--- src/rtl/fpu_pkg.sv ---
// Shared op encodings, latency classes and sequencer states for the FPU execute stage.
// Latency: n/a (declarations only).
// Backpressure: n/a.
package fpu_pkg;

  // Arithmetic ops with dedicated latency classes
  localparam logic [4:0] OP_FADD     = 5'b01010;
  localparam logic [4:0] OP_FSUB     = 5'b01011;
  localparam logic [4:0] OP_FMUL     = 5'b01100;
  localparam logic [4:0] OP_FDIV     = 5'b01101;

  // Single-cycle ops: moves, sign-inject, convert, min/max, class, compare
  localparam logic [4:0] OP_FMV_W_X  = 5'b10000;
  localparam logic [4:0] OP_FSGNJ    = 5'b10001;
  localparam logic [4:0] OP_FSGNJN   = 5'b10010;
  localparam logic [4:0] OP_FSGNJX   = 5'b10011;
  localparam logic [4:0] OP_FCVT_S_W = 5'b10100;
  localparam logic [4:0] OP_FCVT_S_WU= 5'b10101;
  localparam logic [4:0] OP_FCVT_W_S = 5'b10110;
  localparam logic [4:0] OP_FCVT_WU_S= 5'b10111;
  localparam logic [4:0] OP_FCLASS   = 5'b11000;
  localparam logic [4:0] OP_FMIN     = 5'b11001;
  localparam logic [4:0] OP_FMAX     = 5'b11010;
  localparam logic [4:0] OP_FLE      = 5'b11011;
  localparam logic [4:0] OP_FLT      = 5'b11100;
  localparam logic [4:0] OP_FEQ      = 5'b11101;

  // Fused multiply-add family
  localparam logic [4:0] OP_FMADD0   = 5'b11110;
  localparam logic [4:0] OP_FMADD1   = 5'b11111;

  typedef enum logic [2:0] {CLS_ADD, CLS_MUL, CLS_DIV, CLS_FMA, CLS_MISC} fpu_class_e;

  typedef enum logic [1:0] {IDLE, BUSY, DONE} seq_state_e;

endpackage

--- src/rtl/fpu_exec_seq_if.sv ---
// Issue/writeback bundle of the FPU execute sequencer, including the result-mux tap.
// Latency: n/a (wires only).
// Backpressure: valid_i/ready_o on issue, wb_valid_o/wb_ready_i on writeback.
// Ports: master = issue stage + datapath + writeback side, slave = the sequencer.
interface fpu_exec_seq_if;
  logic        valid_i;
  logic        ready_o;
  logic [4:0]  op_sel_i;
  logic [4:0]  rd_i;
  logic        flush_i;
  logic [4:0]  op_sel_q_o;
  logic [31:0] result_fpu_i;
  logic        wb_valid_o;
  logic        wb_ready_i;
  logic [31:0] wb_data_o;
  logic [4:0]  wb_rd_o;
  logic        wb_to_int_o;
  logic        wb_illegal_o;
  logic        busy_o;

  modport master (
    output valid_i, op_sel_i, rd_i, flush_i, result_fpu_i, wb_ready_i,
    input  ready_o, op_sel_q_o, wb_valid_o, wb_data_o, wb_rd_o,
           wb_to_int_o, wb_illegal_o, busy_o
  );

  modport slave (
    input  valid_i, op_sel_i, rd_i, flush_i, result_fpu_i, wb_ready_i,
    output ready_o, op_sel_q_o, wb_valid_o, wb_data_o, wb_rd_o,
           wb_to_int_o, wb_illegal_o, busy_o
  );
endinterface

--- src/rtl/fpu_op_decode.sv ---
// Decodes op_sel into its latency class, cycle count, integer-destination and illegal flags.
// Latency: combinational.
// Backpressure: none.
// Ports: i_op_sel in; o_lat, o_to_int, o_illegal out.
module fpu_op_decode
  import fpu_pkg::*;
#(
  parameter int unsigned LAT_W    = 5,
  parameter int unsigned ADD_LAT  = 3,
  parameter int unsigned MUL_LAT  = 4,
  parameter int unsigned DIV_LAT  = 16,
  parameter int unsigned FMA_LAT  = 7,
  parameter int unsigned MISC_LAT = 1
) (
  input  logic [4:0]       i_op_sel,
  output logic [LAT_W-1:0] o_lat,
  output logic             o_to_int,
  output logic             o_illegal
);

  fpu_class_e w_cls;

  always_comb begin
    w_cls     = CLS_MISC;
    o_to_int  = 1'b0;
    o_illegal = 1'b0;
    case (i_op_sel)
      OP_FADD, OP_FSUB:       w_cls = CLS_ADD;
      OP_FMUL:                w_cls = CLS_MUL;
      OP_FDIV:                w_cls = CLS_DIV;
      OP_FMADD0, OP_FMADD1:   w_cls = CLS_FMA;
      OP_FCVT_W_S, OP_FCVT_WU_S, OP_FCLASS,
      OP_FLE, OP_FLT, OP_FEQ: o_to_int = 1'b1;
      OP_FMV_W_X, OP_FSGNJ, OP_FSGNJN, OP_FSGNJX,
      OP_FCVT_S_W, OP_FCVT_S_WU, OP_FMIN, OP_FMAX: ;
      // Undefined encodings run through the single-cycle path and are flagged
      default:                o_illegal = 1'b1;
    endcase
  end

  always_comb begin
    o_lat = LAT_W'(MISC_LAT);
    case (w_cls)
      CLS_ADD: o_lat = LAT_W'(ADD_LAT);
      CLS_MUL: o_lat = LAT_W'(MUL_LAT);
      CLS_DIV: o_lat = LAT_W'(DIV_LAT);
      CLS_FMA: o_lat = LAT_W'(FMA_LAT);
      default: o_lat = LAT_W'(MISC_LAT);
    endcase
  end

endmodule

--- src/rtl/fpu_exec_seq.sv ---
// Sequences one FP op at a time: registers op_sel, counts its class latency, captures the mux result.
// Latency: wb_valid_o rises LAT cycles after the accept edge (LAT per op class, 1..2^LAT_W-1).
// Backpressure: ready_o low while busy; result held in DONE until wb_ready_i; flush_i drops everything.
// Ports: clk_i, rst_ni (async active-low), bus (fpu_exec_seq_if.slave).
module fpu_exec_seq
  import fpu_pkg::*;
#(
  parameter int unsigned LAT_W    = 5,
  parameter int unsigned ADD_LAT  = 3,
  parameter int unsigned MUL_LAT  = 4,
  parameter int unsigned DIV_LAT  = 16,
  parameter int unsigned FMA_LAT  = 7,
  parameter int unsigned MISC_LAT = 1
) (
  input  logic          clk_i,
  input  logic          rst_ni,
  fpu_exec_seq_if.slave bus
);

  localparam int unsigned LAT_MAX = (1 << LAT_W) - 1;

  if (ADD_LAT < 1 || ADD_LAT > LAT_MAX || MUL_LAT < 1 || MUL_LAT > LAT_MAX ||
      DIV_LAT < 1 || DIV_LAT > LAT_MAX || FMA_LAT < 1 || FMA_LAT > LAT_MAX ||
      MISC_LAT < 1 || MISC_LAT > LAT_MAX) begin : g_lat_range_err
    $error("fpu_exec_seq: every latency must lie in 1..2^LAT_W-1");
  end

  seq_state_e       r_state, w_state_nxt;
  logic [LAT_W-1:0] r_cnt;
  logic [4:0]       r_op_sel, r_rd, r_wb_rd;
  logic             r_to_int, r_illegal, r_wb_to_int, r_wb_illegal;
  logic [31:0]      r_wb_data;

  logic [LAT_W-1:0] w_lat;
  logic             w_to_int, w_illegal, w_ready, w_accept, w_cnt_zero;

  fpu_op_decode #(
    .LAT_W(LAT_W), .ADD_LAT(ADD_LAT), .MUL_LAT(MUL_LAT),
    .DIV_LAT(DIV_LAT), .FMA_LAT(FMA_LAT), .MISC_LAT(MISC_LAT)
  ) u_dec (
    .i_op_sel (bus.op_sel_i),
    .o_lat    (w_lat),
    .o_to_int (w_to_int),
    .o_illegal(w_illegal)
  );

  // Accepting in DONE alongside the writeback handshake gives bubble-free issue;
  // flush masks ready so a killed cycle can never admit a new op.
  assign w_ready    = !bus.flush_i && (r_state == IDLE || (r_state == DONE && bus.wb_ready_i));
  assign w_accept   = bus.valid_i && w_ready;
  assign w_cnt_zero = (r_cnt == '0);

  always_ff @(posedge clk_i or negedge rst_ni) begin
    if (!rst_ni) r_state <= IDLE;
    else         r_state <= w_state_nxt;
  end

  always_comb begin
    w_state_nxt = r_state;
    if (bus.flush_i) begin
      w_state_nxt = IDLE;
    end else begin
      case (r_state)
        IDLE:    if (w_accept) w_state_nxt = BUSY;
        BUSY:    if (w_cnt_zero) w_state_nxt = DONE;
        DONE:    if (bus.wb_ready_i) w_state_nxt = w_accept ? BUSY : IDLE;
        default: w_state_nxt = IDLE;
      endcase
    end
  end

  always_ff @(posedge clk_i or negedge rst_ni) begin
    if (!rst_ni) begin
      r_cnt        <= '0;
      r_op_sel     <= '0;
      r_rd         <= '0;
      r_to_int     <= 1'b0;
      r_illegal    <= 1'b0;
      r_wb_data    <= '0;
      r_wb_rd      <= '0;
      r_wb_to_int  <= 1'b0;
      r_wb_illegal <= 1'b0;
    end else if (w_accept) begin
      r_op_sel  <= bus.op_sel_i;
      r_rd      <= bus.rd_i;
      r_cnt     <= w_lat - LAT_W'(1);
      r_to_int  <= w_to_int;
      r_illegal <= w_illegal;
    end else if (bus.flush_i) begin
      r_cnt <= '0;
    end else if (r_state == BUSY) begin
      if (w_cnt_zero) begin
        // Sample the mux on the last counted edge; op_sel_q has been steering it all along
        r_wb_data    <= bus.result_fpu_i;
        r_wb_rd      <= r_rd;
        r_wb_to_int  <= r_to_int;
        r_wb_illegal <= r_illegal;
      end else begin
        r_cnt <= r_cnt - LAT_W'(1);
      end
    end
  end

  assign bus.ready_o      = w_ready;
  assign bus.op_sel_q_o   = r_op_sel;
  assign bus.wb_valid_o   = (r_state == DONE);
  assign bus.wb_data_o    = r_wb_data;
  assign bus.wb_rd_o      = r_wb_rd;
  assign bus.wb_to_int_o  = r_wb_to_int;
  assign bus.wb_illegal_o = r_wb_illegal;
  assign bus.busy_o       = (r_state != IDLE);

endmodule

--- src/flat_wrapper.sv ---
// flat-port wrapper written by rule: the top's interface ports become plain ports
module fpu_exec_seq_flat import fpu_pkg::*;
#(
  parameter int unsigned LAT_W    = 5,
  parameter int unsigned ADD_LAT  = 3,
  parameter int unsigned MUL_LAT  = 4,
  parameter int unsigned DIV_LAT  = 16,
  parameter int unsigned FMA_LAT  = 7,
  parameter int unsigned MISC_LAT = 1
)
  (clk_i, rst_ni, bus_valid_i, bus_op_sel_i, bus_rd_i, bus_flush_i, bus_result_fpu_i, bus_wb_ready_i, bus_ready_o, bus_op_sel_q_o, bus_wb_valid_o, bus_wb_data_o, bus_wb_rd_o, bus_wb_to_int_o, bus_wb_illegal_o, bus_busy_o);
  fpu_exec_seq_if bus_i ();
  input  logic clk_i;
  input  logic rst_ni;
  input wire logic [$bits(bus_i.valid_i)-1:0] bus_valid_i;
  input wire logic [$bits(bus_i.op_sel_i)-1:0] bus_op_sel_i;
  input wire logic [$bits(bus_i.rd_i)-1:0] bus_rd_i;
  input wire logic [$bits(bus_i.flush_i)-1:0] bus_flush_i;
  input wire logic [$bits(bus_i.result_fpu_i)-1:0] bus_result_fpu_i;
  input wire logic [$bits(bus_i.wb_ready_i)-1:0] bus_wb_ready_i;
  output wire logic [$bits(bus_i.ready_o)-1:0] bus_ready_o;
  output wire logic [$bits(bus_i.op_sel_q_o)-1:0] bus_op_sel_q_o;
  output wire logic [$bits(bus_i.wb_valid_o)-1:0] bus_wb_valid_o;
  output wire logic [$bits(bus_i.wb_data_o)-1:0] bus_wb_data_o;
  output wire logic [$bits(bus_i.wb_rd_o)-1:0] bus_wb_rd_o;
  output wire logic [$bits(bus_i.wb_to_int_o)-1:0] bus_wb_to_int_o;
  output wire logic [$bits(bus_i.wb_illegal_o)-1:0] bus_wb_illegal_o;
  output wire logic [$bits(bus_i.busy_o)-1:0] bus_busy_o;
  assign bus_i.valid_i = bus_valid_i;
  assign bus_i.op_sel_i = bus_op_sel_i;
  assign bus_i.rd_i = bus_rd_i;
  assign bus_i.flush_i = bus_flush_i;
  assign bus_i.result_fpu_i = bus_result_fpu_i;
  assign bus_i.wb_ready_i = bus_wb_ready_i;
  assign bus_ready_o = bus_i.ready_o;
  assign bus_op_sel_q_o = bus_i.op_sel_q_o;
  assign bus_wb_valid_o = bus_i.wb_valid_o;
  assign bus_wb_data_o = bus_i.wb_data_o;
  assign bus_wb_rd_o = bus_i.wb_rd_o;
  assign bus_wb_to_int_o = bus_i.wb_to_int_o;
  assign bus_wb_illegal_o = bus_i.wb_illegal_o;
  assign bus_busy_o = bus_i.busy_o;
  fpu_exec_seq #(.LAT_W(LAT_W), .ADD_LAT(ADD_LAT), .MUL_LAT(MUL_LAT), .DIV_LAT(DIV_LAT), .FMA_LAT(FMA_LAT), .MISC_LAT(MISC_LAT)) u_core (.clk_i(clk_i), .rst_ni(rst_ni), .bus(bus_i));
endmodule
--- config.mk ---
export PLATFORM = sky130hd
export DESIGN_NAME = fpu_exec_seq_flat
export DESIGN_NICKNAME = d
export VERILOG_FILES = /design/src/rtl/fpu_pkg.sv /design/src/rtl/fpu_exec_seq_if.sv /design/src/rtl/fpu_op_decode.sv /design/src/rtl/fpu_exec_seq.sv /design/src/flat_wrapper.sv
export SDC_FILE = /design/constraint.sdc
export NUM_CORES = 1
export LEC_CHECK = 0
export CORE_ASPECT_RATIO = 0.75
export CORE_MARGIN = 5
export CORE_UTILIZATION = 45
export CTS_BUF_LIST = sky130_fd_sc_hd__clkbuf_4 sky130_fd_sc_hd__clkbuf_8
export DETAILED_ROUTE_END_ITERATION = 10
export PLACE_DENSITY = 0.88
export SYNTH_ARGS = -nofsm -noshare
export SYNTH_HDL_FRONTEND = slang
export SYNTH_SLANG_ARGS = --single-unit
--- constraint.sdc ---
create_clock -name clk_i -period 2 [get_ports clk_i]
set_input_delay 0.5 -clock clk_i [delete_from_list [all_inputs] [get_ports clk_i]]
set_output_delay 0.5 -clock clk_i [all_outputs]
set_load 0.005 [all_outputs]
After elaboration in Yosys (flattened, before gate mapping)
Cells that the tools add are included.
{"block": "classes", "n_eq_ne": 29, "n_reduce_logical": 17, "n_bitwise": 2, "n_addsub": 2, "muxes": 14}
{"operator": "equality test 5 bit, second input constant", "n": 16}
{"operator": "equality test 5 x 4 -> 1 bit, second input constant", "n": 4}
{"operator": "2-to-1 mux 5 bit", "n": 4}
{"operator": "case mux 5 bit (4 select lines)", "n": 1}
{"operator": "OR reduction 20 bit", "n": 1}
{"operator": "case mux 3 bit (4 select lines)", "n": 1}
{"operator": "subtractor 5 x 1 -> 5 bit, second input constant", "n": 2}
{"operator": "inequality test 3 x 2 -> 1 bit, second input constant", "n": 3}
{"operator": "2-to-1 mux 2 bit", "n": 4}
{"operator": "equality test 3 x 2 -> 1 bit, second input constant", "n": 2}
{"operator": "case mux 2 bit (3 select lines)", "n": 1}
{"operator": "OR reduction 6 bit", "n": 1}
{"operator": "logical NOT 5 bit", "n": 1}
{"operator": "AND reduction 4 bit", "n": 1}
{"operator": "OR reduction 2 bit", "n": 2}
{"operator": "equality test 3 x 1 -> 1 bit, second input constant", "n": 1}
{"operator": "logical AND 1 bit", "n": 3}
{"operator": "logical NOT 3 bit", "n": 1}
{"operator": "2-to-1 mux 1 bit", "n": 3}
{"operator": "inequality test 3 bit, second input constant", "n": 1}
{"operator": "AND reduction 3 bit", "n": 1}
{"operator": "nonzero test 3 bit", "n": 1}
{"operator": "equality test 2 x 1 -> 1 bit, second input constant", "n": 1}
{"operator": "equality test 2 bit, second input constant", "n": 1}
{"operator": "other kinds (6)", "n": 7}
{"block": "totals", "elab_cells": 74, "inputBits": 47, "out_inout_bits": 47, "ff_bits": 58}

Longest topological paths before layout
{"block": "depth", "depth_word": 9, "ltp_mapped": 8, "mapped_depth_nobuf": 6}

By module
Synthesis repeated with hierarchy kept, for this count alone.
{"block": "unflattened", "cells_unflattened": 180, "hier_area_um2": 2544.9}
{"module": "fpu_exec_seq", "n_inst": 1, "cells_per_inst": 161, "seq_area_each_um2": 1451.4, "area_each_um2": 2418.6}
{"module": "fpu_op_decode", "n_inst": 1, "cells_per_inst": 19, "seq_area_each_um2": 0.0, "area_each_um2": 126.4}

Worst setup path before layout
No wires, ideal clock.
{"block": "synth_path", "path_type": "flip-flop to flip-flop", "from": "register u_core.r_cnt[0]", "to": "register u_core.r_wb_data[26] (netlist: u_core.bus.wb_data_o[26])", "t_required_ps": 1875, "path_stages_with_launch": 9, "synth_period_minus_slack_ps": 1760, "setup_ps": 125, "path_buffers": 2, "slack_ps": 240, "arrival_ps": 1635, "path_cell_list": "dfrtp_1 inv_1 ha_1 nor4b_4 nand2_2 nor2_4 buf_6 buf_12 mux2_4"}
{"block": "synth_via", "elab_chain_len": 2}
{"item": "start, declared", "line": "fpu_exec_seq.sv:29", "source": "logic [LAT_W-1:0] r_cnt;"}
{"item": "start signal, assigned", "line": "fpu_exec_seq.sv:86", "source": "r_cnt <= w_lat - LAT_W'(1);"}
{"item": "start signal, assigned", "line": "fpu_exec_seq.sv:99", "source": "r_cnt <= r_cnt - LAT_W'(1);"}
{"item": "logical NOT 5 bit", "line": "fpu_exec_seq.sv:51", "source": "assign w_cnt_zero = (r_cnt == '0);"}
{"item": "AND reduction 4 bit (no source line)"}
{"item": "end signal, assigned", "line": "fpu_exec_seq.sv:94", "source": "r_wb_data <= bus.result_fpu_i;"}
{"item": "end, declared", "line": "fpu_exec_seq.sv:32", "source": "logic [31:0] r_wb_data;"}
No other way between the ends.
A chain may end at the register's enable or synchronous reset.

Final worst setup path
{"block": "layout_path", "from": "register u_core.r_state[0]", "to": "output bus_wb_valid_o"}
{"block": "layout_via", "elab_chain_len": 1}
{"item": "start, declared", "line": "fpu_exec_seq.sv:28", "source": "seq_state_e r_state, w_state_nxt;"}
{"item": "start signal, assigned", "line": "fpu_exec_seq.sv:55", "source": "else r_state <= w_state_nxt;"}
{"item": "equality test 2 bit", "line": "fpu_exec_seq.sv:106", "source": "assign bus.wb_valid_o = (r_state == DONE);"}
{"item": "end, declared", "line": "flat_wrapper.sv:23", "source": "output wire logic [$bits(bus_i.wb_valid_o)-1:0] bus_wb_valid_o;"}
No other way between the ends.

==> results by group <==
Outcome
  • Status: complete, no violations

STA
  • Setup TNS: 0 ns
  • Relative slew slack: 68.7%
  • Ratio of final minimum period to clock period: 94.8%
  • Setup violators final: 0
  • Slew Viols, Final: 0
  • Tmin final: 1.90 ns
  • Fmax: 528 MHz
  • RSZ-0062 raised after global routing: false
  • Clk_skew: ~0.0096 ns
  • Final WS setup: approximately 0.10 ns
  • Fin Hold WS: ~0.12 ns
  • Final hold vios: 0
  • Worst slew pin tran: between 0.4 and 0.5 ns

Synth
  • Syn_nets: ~220
  • Ys Warns: 0
  • Mux cell area share after synthesis: approximately a quarter
  • Mapped Cells: between 150 and 200
  • Syn Area/Cell: between 10 and 15 um^2
  • Seq/Total Area, Yosys: 57.6%
  • Post-synth EDFFs: 0
  • Synthesized area: 0.00252 mm^2
  • Complex-gate fraction of the synthesized area: 4.22%
  • Main combinational cell family by area after synthesis: multiplexers
  • Flops & latches, synth: between 50 and 60
  • Synth Area in XOR/XNOR: less than 1%
  • Simple-Gate Fraction of Synth Area: 9.44%
  • Synth unique cells: 38
  • Synth Flop Type: dfrtp_1
  • Synth Area in Adders: 0.994%
  • Fraction of registers with async set/reset: 100%

Place
  • Port-buffer cells: 93
  • GPL Wtd Cong: 0.819
  • Post-DP HPWL: roughly 4200 um
  • Post-Place Worst Slack: -0.293 ns

CTS
  • CTS tree: yes
  • Sink Count: between 50 and 60
  • CTS max path bufs: 2
  • Clock latency at the later pin of the worst-skew pair: 0.33 ns
  • H-tree Lvls: 3
  • CTS Buf Count: 9
  • Clock root buffer: clkbuf_8
  • CTS clk-pin slew, worst paths: 0.07 ns

Worst setup path
  • Delay of the slowest critical-path stage: roughly 0.52 ns
  • Max FO, Critical Path: 3
  • Critical Path Slowest Stage Cell: clkdlybuf4s50_1
  • CP bufs+invs: 1
  • CP Capture Type: output pin
  • Setup crit start kind: flip-flop
  • WP data required: 1.50 ns
  • CP top delay family: buffers and inverters
  • CP Data Arrival Time: roughly 1.4 ns
  • Crit Path Class: reg2out
  • Critical path cell sequence: nor2b_1, clkdlybuf4s50_1

Routing
  • DR vias: 1787
  • Routed wire per std cell: roughly 15 um
  • Vias/cell: around 4.9
  • Antenna-violating nets left: 0
  • Total iterations of the first detailed-routing run: 4
  • Iter 0 DRT Violations: 77
  • WL final: 5540 um
  • DRC Markers: 0

GRT
  • Total global routing overflow: 0
  • Gr usage total: 16.8%
  • Antenna violations before repair: 0
  • Largest net degree at the start of global routing: 30
  • Vias in the first global route: just under 2000
  • First-pass GRT wire length: 9060 um

Finish
  • Antenna cells: 0
  • Nets: approximately 330
  • Fraction of layout cells with a size suffix above 1: 29.9%
  • Area Overhead vs Synth: 51.6%

Power
  • Max IR drop VDD: 0.000720 V
  • Leakage Power: 1.64 nW
  • Power consumption: 4.85 mW
  • PwrDens: 1270 mW/mm^2

Floorplanning
  • Initial Util: roughly 47%
  • Die X: just under 100 um
  • Core area: around 0.0054 mm^2
  • Rows: 23
  • Full die area: 0.00721 mm^2
  • IO Pins: 94
  • Die height: approximately 75 um

Worst hold path
  • Hold WC Path Type: in2async

Flow run
  • Max-Cap Viols: 0
final cells by class:
type | instances | area (um^2)
Clock buffer | 11 | 145
Clock inverter | 5 | 77.6
Fill cell | 407 | 1560
Inverter | 5 | 18.8
Multi-Input combinational cell | 106 | 995
Sequential cell | 58 | 1450
Tap cell | 75 | 93.8
Timing Repair Buffer | 103 | 1040
where the power goes:
group | internal (mW) | switching, mW
Clock | 0.744 | 0.442
Sequential | 1.64 | 0.247
Combinational | 1.27 | 0.500
Total | 3.66 | 1.19
layout by cell type (no fill, tap or decap), types with 3 or more instances in the layout:
cell type and n:
a21oi_1 4, mux2_4 10, nand3_1 3, buf_12 3, dfrtp_1 58, clkdlybuf4s50_1 90, clkbuf_8 10, o21ai_0 4
nor2_1 3, nand2b_1 3, buf_4 7, nor3_1 4, inv_1 5, nor2b_1 5, mux2_2 40
per-layer routing:
metal	vias to the layer above	GRT usage (%)	wire length (um)
met5	-	0	0
met4	0	4.82	102
met3	11	9.99	648
met2	69	27.2	2570
met1	868	18.8	2220
li1	839	-	-
logic make-up (layout without fill, tap and decap cells):
group | after synthesis | count (layout)
DFF | 58 | 58
muxes | 50 | 50
and+or+nand+nor | 35 | 35
AOI/OAI and AO/OA | 17 | 17
buffers and inverters | 11 | 124
adders and majority gates | 2 | 2
xor gates and xnor gates | 2 | 2
synth_stat cells, types with 2 or more instances:
cell / instances / area (um^2)
a21o_1: 2 / 15.0
a21oi_1: 4 / 20.0
buf_4: 2 / 15.0
buf_6: 2 / 22.5
dfrtp_1: 58 / 1450
ha_1: 2 / 25.0
inv_1: 5 / 18.8
mux2_2: 40 / 450
mux2_4: 10 / 150
nand2_1: 2 / 7.51
nand2b_1: 3 / 18.8
nand3_1: 3 / 15.0
nor2_1: 3 / 11.3
nor2b_1: 6 / 37.5
nor3_1: 4 / 20.0
nor3b_1: 2 / 15.0
o21ai_0: 4 / 20.0
or2_2: 2 / 12.5
xnor2_1: 2 / 17.5
per-stage QoR:
step,cells,cell area (um^2),utilization [%]
floorplan,175,2520,-
global placement,344,3570,66.3
detailed placement,344,3570,66.3
CTS,362,3810,70.8
global route,363,3820,70.9
finish,363,3820,70.9
flip-flops by register name, indices dropped and copies added, names as in the netlist:
register	count
u_core.bus.wb_data_o	32
u_core.bus.op_sel_q_o	5
u_core.bus.wb_rd_o	5
u_core.r_cnt	5
u_core.r_rd	5
u_core.r_state	2
u_core.bus.wb_illegal_o	1
u_core.bus.wb_to_int_o	1
u_core.r_illegal	1
u_core.r_to_int	1
timing repair:
action                     CTS  global route
resized for setup            3             3
pin swaps                    0             0
hold buffers                 0             0
setup endpoints to repair    2             2
buffers inserted             2             1
path summary, 6_finish.rpt:
kind | to | cells after the start | start | slack, ns
worst max-delay path | bus_wb_valid_o | 2 | u_core.r_state[0] | 0.10
worst min-delay path | u_core.bus.wb_rd_o[3] | 1 | rst_ni | 0.12
worst max register to register | u_core.bus.wb_data_o[19] | 7 | u_core.r_cnt[0] | 0.11
worst min register to register | u_core.bus.wb_rd_o[1] | 1 | u_core.r_rd[1] | 0.50
max in group asynchronous | u_core.bus.wb_rd_o[2] | 2 | rst_ni | 1.28
min in group clk_i | u_core.bus.wb_rd_o[1] | 1 | u_core.r_rd[1] | 0.50
(Power assumes the default switching activity.)
